[src/rtl/faulty_fifo_pkg.sv]
// faulty_fifo_pkg
//   Shared constants for the faulty_fifo block: default word width, default
//   depth and the pointer-width helper used by the top level.
package faulty_fifo_pkg;

    localparam int DATA_W = 64;
    localparam int DEPTH  = 16;

    // One extra MSB beyond the address bits distinguishes full from empty
    // when the read and write addresses coincide.
    function automatic int ptr_w(input int depth);
        return $clog2(depth) + 1;
    endfunction

endpackage

[src/rtl/faulty_fifo_rst_busy.sv]
// faulty_fifo_rst_busy
//   Post-reset busy generator. Holds busy_o high from reset assertion until
//   RST_BUSY_CYCLES rising edges after reset release.
// Ports:
//   clk      - clock, rising edge
//   reset_ni - asynchronous active-low reset
//   busy_o   - high while the FIFO must ignore read/write requests
module faulty_fifo_rst_busy
#(
    parameter int RST_BUSY_CYCLES = 4
)(
    input  logic clk,
    input  logic reset_ni,
    output logic busy_o
);
    import faulty_fifo_pkg::*;

    localparam int CW = $clog2(RST_BUSY_CYCLES + 1);

    logic [CW-1:0] r_cnt;

    // Counter is parked at the full count during reset, so the first edge
    // after release already moves it to RST_BUSY_CYCLES-1.
    always_ff @(posedge clk or negedge reset_ni) begin
        if (!reset_ni) begin
            r_cnt <= CW'(RST_BUSY_CYCLES);
        end else if (r_cnt != '0) begin
            r_cnt <= r_cnt - 1'b1;
        end
    end

    assign busy_o = (r_cnt != '0);

endmodule

[src/rtl/faulty_fifo.sv]
// faulty_fifo
//   Single-clock FIFO with registered (1-cycle latency) read data, a
//   vendor-style reset-busy window and optional read-data corruption.
// Ports:
//   clk         - clock, rising edge
//   reset_ni    - asynchronous active-low reset
//   din_i       - write data
//   wr_en_i     - write request
//   rd_en_i     - read request
//   dout_o      - registered read data, updates only on an accepted read
//   empty_o     - registered empty flag
//   wr_rst_busy - write side still in post-reset busy window
//   rd_rst_busy - read side still in post-reset busy window
module faulty_fifo
#(
    parameter int                          DATA_W          = faulty_fifo_pkg::DATA_W,
    parameter int                          DEPTH           = faulty_fifo_pkg::DEPTH,
    parameter int                          RST_BUSY_CYCLES = 4,
    parameter bit                          FAULT_EN        = 1'b0,
    parameter logic [DATA_W-1:0]           FAULT_MASK      = DATA_W'(1)
)(
    input  logic              clk,
    input  logic              reset_ni,
    input  logic [DATA_W-1:0] din_i,
    input  logic              wr_en_i,
    input  logic              rd_en_i,
    output logic [DATA_W-1:0] dout_o,
    output logic              empty_o,
    output logic              wr_rst_busy,
    output logic              rd_rst_busy
);
    import faulty_fifo_pkg::*;

    localparam int PW = ptr_w(DEPTH);
    localparam int AW = PW - 1;

    // Folded at elaboration so the read path is a plain XOR with a constant.
    localparam logic [DATA_W-1:0] L_MASK = FAULT_EN ? FAULT_MASK : '0;

    logic [DATA_W-1:0] r_mem [DEPTH];
    logic [PW-1:0]     r_wr_ptr;
    logic [PW-1:0]     r_rd_ptr;
    logic [DATA_W-1:0] r_dout;
    logic              r_empty;

    logic              w_busy;
    logic              w_full;
    logic              w_wr_acc;
    logic              w_rd_acc;
    logic [PW-1:0]     w_wr_ptr_nxt;
    logic [PW-1:0]     w_rd_ptr_nxt;

    faulty_fifo_rst_busy #(
        .RST_BUSY_CYCLES (RST_BUSY_CYCLES)
    ) u_rst_busy (
        .clk      (clk),
        .reset_ni (reset_ni),
        .busy_o   (w_busy)
    );

    assign w_full = (r_wr_ptr[AW-1:0] == r_rd_ptr[AW-1:0]) &&
                    (r_wr_ptr[AW]     != r_rd_ptr[AW]);

    // A write into a full FIFO is still accepted when a read frees the slot
    // on the same edge; the old word is read before it is overwritten.
    assign w_rd_acc = rd_en_i && !w_busy && !r_empty;
    assign w_wr_acc = wr_en_i && !w_busy && (!w_full || w_rd_acc);

    assign w_wr_ptr_nxt = r_wr_ptr + PW'(w_wr_acc);
    assign w_rd_ptr_nxt = r_rd_ptr + PW'(w_rd_acc);

    always_ff @(posedge clk or negedge reset_ni) begin
        if (!reset_ni) begin
            r_wr_ptr <= '0;
            r_rd_ptr <= '0;
            r_empty  <= 1'b1;
            r_dout   <= '0;
        end else begin
            r_wr_ptr <= w_wr_ptr_nxt;
            r_rd_ptr <= w_rd_ptr_nxt;
            r_empty  <= (w_wr_ptr_nxt == w_rd_ptr_nxt);
            if (w_rd_acc) begin
                r_dout <= r_mem[r_rd_ptr[AW-1:0]] ^ L_MASK;
            end
        end
    end

    // Storage has no reset; stale words are unreachable once pointers clear.
    always_ff @(posedge clk) begin
        if (w_wr_acc) begin
            r_mem[r_wr_ptr[AW-1:0]] <= din_i;
        end
    end

    assign dout_o      = r_dout;
    assign empty_o     = r_empty;
    assign wr_rst_busy = w_busy;
    assign rd_rst_busy = w_busy;

endmodule

[config.mk]
export PLATFORM = sky130hd
export DESIGN_NAME = faulty_fifo
export DESIGN_NICKNAME = d
export VERILOG_FILES = /design/src/rtl/faulty_fifo_pkg.sv /design/src/rtl/faulty_fifo_rst_busy.sv /design/src/rtl/faulty_fifo.sv
export SDC_FILE = /design/constraint.sdc
export NUM_CORES = 1
export LEC_CHECK = 0
export ABC_AREA = 1
export CAP_MARGIN = 20
export CORE_MARGIN = 10
export CORE_UTILIZATION = 41
export CTS_CLUSTER_SIZE = 24
export DETAILED_ROUTE_END_ITERATION = 16
export PLACE_DENSITY = 0.6
export SLEW_MARGIN = 0
export SYNTH_ARGS = -nofsm -noshare
export SYNTH_HDL_FRONTEND = slang
export SYNTH_SLANG_ARGS = --single-unit
export TNS_END_PERCENT = 5
[constraint.sdc]
create_clock -name clk -period 11.1 [get_ports clk]
set_clock_uncertainty 0.05 [all_clocks]
set_input_delay 2.22 -clock clk [delete_from_list [all_inputs] [get_ports clk]]
set_output_delay 2.22 -clock clk [all_outputs]
set_load 0.03 [all_outputs]
==> results of run 1 <==
final cells by class:
type                            instances  area (µm²)
Clock buffer                          150        2990
Clock inverter                         58         591
Fill cell                            9450       56700
Inverter                               22         111
Multi-Input combinational cell       2398       10200
Sequential cell                      1102       32700
Tap cell                             1403        1760
Timing Repair Buffer                  178        1720
registers in the layout, summed over array words and instances, names as in the netlist:
register and flops:
empty_o 1, r_mem 1024, r_wr_ptr 5, u_rst_busy.r_cnt 3, dout_o 64, r_rd_ptr 5
path summary, 6_finish.rpt:
kind / from / end / slack, ps / cells past startpoint
worst max-delay path: rd_en_i / r_mem[2][52] / 5890 / 10
worst min-delay path: u_rst_busy.r_cnt[0] / u_rst_busy.r_cnt[0] / 430 / 1
worst max register to register: u_rst_busy.r_cnt[0] / r_mem[2][52] / 7000 / 11
worst min register to register: u_rst_busy.r_cnt[0] / u_rst_busy.r_cnt[0] / 430 / 1
max in group asynchronous: reset_ni / r_rd_ptr[1] / 8130 / 2
min in group asynchronous: reset_ni / dout_o[59] / 1540 / 1
where the power goes:
group	switching (mW)	leakage, nW	internal (mW)
combinational	3.16	6.51	1.19
clock	1.59	1.74	2.12
sequential	0.328	10.2	5.09
layer usage:
metal | GRT usage (%) | vias to the layer above | share of wire, % | routed length, µm
li1 | - | 13000 | - | -
met1 | 26.3 | 13900 | 44 | 51200
met2 | 31.3 | 902 | 48 | 56600
met3 | 3.01 | 132 | 6.2 | 7290
met4 | 4.14 | 2 | 1.7 | 1970
met5 | 0 | - | 0.011 | 13
worst max-delay path: stages:
cell and delay (ps):
clkdlybuf4s50_1 460, nand2_1 80, nor2_4 70, buf_4 440, nor2_1 120, nand3_1 140
nand2_1 70, buf_4 270, nor2_4 630, buf_4 860
cells by family after synthesis:
group	count (synthesis)
flops	1102
fa+ha+maj	6
xor+xnor	17
simple gates	2243
compound gates	132
buf+inv	243
cell usage in the layout, fill, tap and decap left out, drive strengths merged:
cell and count:
xnor2 7, dfstp 2, clkbuf 150, nand2 1565, bufinv 10, o21ai 2, nor2 96, clkinvlp 4
ha 6, inv 24, a21oi 130, xor2 10, edfxtp 1024, nand3 582, dfrtp 76, clkinv 42
clkdlybuf4s50 133, buf 45
==> results.ini, run 1 <==
[worst_setup_path]
worstSetupEndpointType = flip-flop
crit_fanout = 47
arrival_ps = 5450
start_kind = input pin
crit_type = in -> reg
worstPathRequired_ps = 11340

[detailed_routing]
drt-total-wl_um = 117000
drt_iter0_drc = 2703
drc = 0
drt_first_pass_iters = 5
vias_per_cell = 5.27
vias = 28000
ant_nets = 0
wl_per_cell_um = 22.0

[placed_design]
dp_hpwl_um = 60500
gp_congestion = 0.757
placedCellCount = 5102
io_buffers = 134
pre_cts_ws_ps = 5160
placed_area_mm2 = 0.0465

[logic_synthesis]
syn_area_mm2 = 0.0440
syn_avg_cell_area_um2 = 11.7
synth.most_common_cell = nand2_1
netlist_top_cells_count = 1564 x nand2_1, 1024 x edfxtp_1, 582 x nand3_1
async_flop_share_pct = 7.08
synth_top_family_by_area = simple AND/OR/NAND/NOR gates
synth_top_cell_by_area = edfxtp_1
synth_ff_type = edfxtp_1
yosys_warnings = 0
synth_top_area_share_pct = 69.9
synth_cells = 3743
ys_types = 22
synth.area.mux_share_pct = 0
synth_nets = 3817
ys_seq_area_share_pct = 74.4
synth_edf_count = 1024
synth-compound-area-share_pct = 1.50
synthXorXnorAreaFrac_pct = 0.356
yosys-top-cells-area = edfxtp_1 70%, nand2_1 13%, nand3_1 6.6%
synth-simple-area-share_pct = 20.8
synth_adder_area_share_pct = 0.171
ys_seq_elements = 1102

[floorplan]
start_util_pct = 41.2
row_count = 120
io_pins = 135
core_area_mm2 = 0.107
fp.dieH_um = 348
die_w_um = 348
dieArea_mm2 = 0.121

[run]
cap_violations = 0

[sta]
final-hold-violation-count = 0
period_minus_slack_ps = 5210
final.setup.worst_slack_ps = 5890
tns_ps = 0
worst_slew_pin_slew_ps = 1110
fin_crit_sh_pct = 46.9
holdWs_ps = 425
slew_viol_final = 0
fmax_mhz = 192
rsz0062_at_grt = no
setup_violations = 0
max-slew-margin-rel_pct = 26.1

[layout]
final_nets = 3886
drive_gt1_share_pct = 6.06
stdcell_area_mm2 = 0.0501
fin_cells = 5311
diodes = 0
utilization_pct = 46.9
area_growth_pct = 13.9

[clock_network]
insertion_delay_ps = 700
clock_sinks = 1102
cts_root_buffer = clkbuf_16
path_clk_slew_ps = 60
cts_buffers = 110
cts_resized = 0
cts_max_level = 3
tritoncts = built
max-clock-path-buffers = 3
ctsHoldBuffers = 0
post-cts-setup-buffers = 0

[outcome]
status = completed

[global_routing]
grt_pass1_wl_um = 176000
grt_usage_pct = 18.9
grt_max_degree = 257
overflow = 0
grt_pass1_vias = 26900
antenna_found_initial = 1

[power_and_ir_drop]
leakage_nw = 18.5
vdd_ir_drop_max_v = 0.000200
power.density_mw_per_mm2 = 269
total_power_mw = 13.5

[worst_hold_path]
worstHoldPathType = reg -> reg

(Power assumes the default switching activity.)
==> inputs of run 2 (changes only) <==
Clock period 11.1 ns to 5.2 ns, I/O delays scaled along.
==> results.ini, run 2 (synthesis gave the netlist of run 1 again) <==
[detailed_routing]
wl_per_cell_um = 21.9  ; -0.69%
vias = 28000  ; +0.046%
drc = 0  ; unchanged
vias_per_cell = 5.25  ; -0.27%
drt_first_pass_iters = 7  ; +2
ant_nets = 0  ; unchanged
drt_iter0_drc = 2756  ; +2.0%
drt-total-wl_um = 117000  ; -0.37%

[clock_network]
cts_buffers = 110  ; unchanged
cts_root_buffer = clkbuf_16
path_clk_slew_ps = 60  ; about the same
ctsHoldBuffers = 0  ; unchanged
cts_resized = 0  ; unchanged
max-clock-path-buffers = 3  ; unchanged
post-cts-setup-buffers = 0  ; unchanged
cts_max_level = 3  ; unchanged
clock_sinks = 1102  ; unchanged
tritoncts = built
insertion_delay_ps = 690  ; about the same

[global_routing]
overflow = 0  ; unchanged
antenna_found_initial = 6  ; +5
grt_usage_pct = 18.8  ; -0.10 points
globalRouteMet3Util_pct = 3.00  ; -0.011 points
grt_busiest_layer = met2
met2_usage_pct = 31.2  ; -0.048 points
use_met1_pct = 25.3  ; -0.92 points
grt_pass1_wl_um = 174000  ; -1.0%
grt_pass1_vias = 26900  ; -0.17%
grt_max_degree = 268  ; +4.3%

[layout]
seq_area_mm2 = 0.0327  ; unchanged
largest_reg_flops = 1024  ; unchanged
final_common_cell = nand2_1
final_cell_mix = 1563 x nand2_1, 1024 x edfxtp_1, 582 x nand3_1
stdcell_area_mm2 = 0.0503  ; +0.41%
multi_input_area_mm2 = 0.0102  ; unchanged
final_nets = 3899  ; +0.33%
drive_gt1_share_pct = 6.45  ; +0.38 points
fill_cells = 9384  ; -0.70%
area_growth_pct = 14.3

[worst_setup_path]
endpoint = dout_o[38]
path_cells = buf_4, buf_4, nand2_1, a21oi_1, nor2_1, nand2_1, nand3_1, nand2_1
critical_path_cell_count = 8  ; -2
crit_type = reg -> reg
worstSetupEndpointType = flip-flop
cp_slowest_cell = dfrtp_4
arrival_ps = 4130  ; -1320 ps
max_stage_delay_ps = 960  ; +100 ps
crit_buf_inv = 2  ; -2
crit_family = buffers and inverters
worstPathRequired_ps = 5780  ; -5560 ps
reg2reg_slack_ps = 1650  ; -5350 ps
r2r_cells = 8  ; -3
crit_start = r_rd_ptr[0]
worstReg2RegStart = r_rd_ptr[0]
crit_fanout = 93  ; +98%
crit_path_frequent_cell = nand2_1
start_kind = flip-flop
r2r_end = dout_o[38]

[floorplan]
start_util_pct = 41.2  ; unchanged
fp.dieH_um = 348  ; unchanged
dieArea_mm2 = 0.121  ; unchanged
core_area_mm2 = 0.107  ; unchanged
io_pins = 135  ; unchanged
row_count = 120  ; unchanged
die_w_um = 348  ; unchanged

[sta]
fin_crit_sh_pct = 68.3
max-slew-margin-rel_pct = -11.6  ; -38 points
rsz0062_at_grt = no
slew_viol_final = 123  ; +123
tns_ps = 0  ; unchanged
fmax_mhz = 282
period_minus_slack_ps = 3550
final-hold-violation-count = 0  ; unchanged
worst_slew_pin_slew_ps = 1670  ; +566 ps
setup_violations = 0  ; unchanged
holdWs_ps = 415  ; -10.3 ps

[outcome]
status = complete, but fails checks
violations = max-slew violations

[placed_design]
io_buffers = 134  ; unchanged
placed_area_mm2 = 0.0467  ; +0.56%
dp_hpwl_um = 56200  ; -7.1%
gp_congestion = 0.733  ; -3.1%

[power_and_ir_drop]
switchingPower_mw = 10.6  ; +110%
p_int_mw = 18.0  ; +110%
p_sw_share_pct = 37.2  ; -0.44 points
pwr-share-clk_pct = 27.1  ; -0.4 points
power.density_mw_per_mm2 = 570  ; +110%
power_frac_comb_pct = 32.3  ; about the same
power_frac_seq_pct = 40.6  ; +0.4 points
vdd_ir_drop_max_v = 0.000612  ; +210%
leakage_nw = 18.6  ; +0.55%

[run]
cap_violations = 0  ; unchanged

[worst_hold_path]
worstHoldPathType = reg -> reg

run 2: changes by cell type in the layout (fill, tap and decap cells not counted), sizes merged:
cell | before | now
bufinv | 10 | 6
diode | 0 | 2
clkbuf | 150 | 156
buf | 45 | 58
run 2: metal layers:
layer  part of all wire [%]  vias up
li1                       -    13100
met3                    6.5      212
met5                  0.040        -
met1                     42    13700
met4                    2.6        8
met2                     48      989
run 2: power groups by stage:
stage / sequential [mW] / combinational [mW] / clock [mW]
floorplan: 11.9 / 5.89 / 0
global placement: 11.8 / 9.21 / 0
detailed placement: 11.8 / 9.26 / 0
CTS: 11.6 / 9.29 / 7.88
global route: 11.7 / 10.2 / 8.23
finish: 11.6 / 9.24 / 7.77
run 2: worst reg2reg max path, cell delays in order, from the launching register on:
cell and delay, ps:
dfrtp_4 960, buf_4 910, buf_4 880, nand2_1 180, a21oi_1 200, nor2_1 80, nand2_1 70, nand3_1 80
nand2_1 90
run 2: per-stage QoR:
step | power, mW | cells | setup WS (ps) | utilization [%]
after floorplan | 17.8 | 3743 | 316 | -
after global placement | 21.0 | 5116 | 1330 | 43.8
after detailed placement | 21.1 | 5116 | 1280 | 43.8
after CTS | 28.8 | 5326 | 1610 | 47.1
after global routing | 30.2 | 5327 | 1360 | 47.1
final | 28.6 | 5328 | 1650 | 47.1
run 2: worst min-delay path by stage:
stage	from	end	slack (ps)	cells past startpoint
global placement	u_rst_busy.r_cnt[0]	u_rst_busy.r_cnt[0]	410	1
finish	u_rst_busy.r_cnt[0]	u_rst_busy.r_cnt[0]	420	1
detailed placement	u_rst_busy.r_cnt[0]	u_rst_busy.r_cnt[0]	410	1
floorplan	u_rst_busy.r_cnt[0]	u_rst_busy.r_cnt[0]	390	1
global route	u_rst_busy.r_cnt[0]	u_rst_busy.r_cnt[0]	440	1
CTS	u_rst_busy.r_cnt[0]	u_rst_busy.r_cnt[0]	420	1
run 2: area by class of cell:
cell class / count / share of cell area, %
multi-input combinational: 2398 / 20.3
clock inverter: 54 / 0.881
antenna: 2 / 0.00995
timing repair buffer: 191 / 3.89
tap: 1403 / 3.49
inverter: 22 / 0.221
clock buffer: 156 / 6.19
sequential: 1102 / 65.1
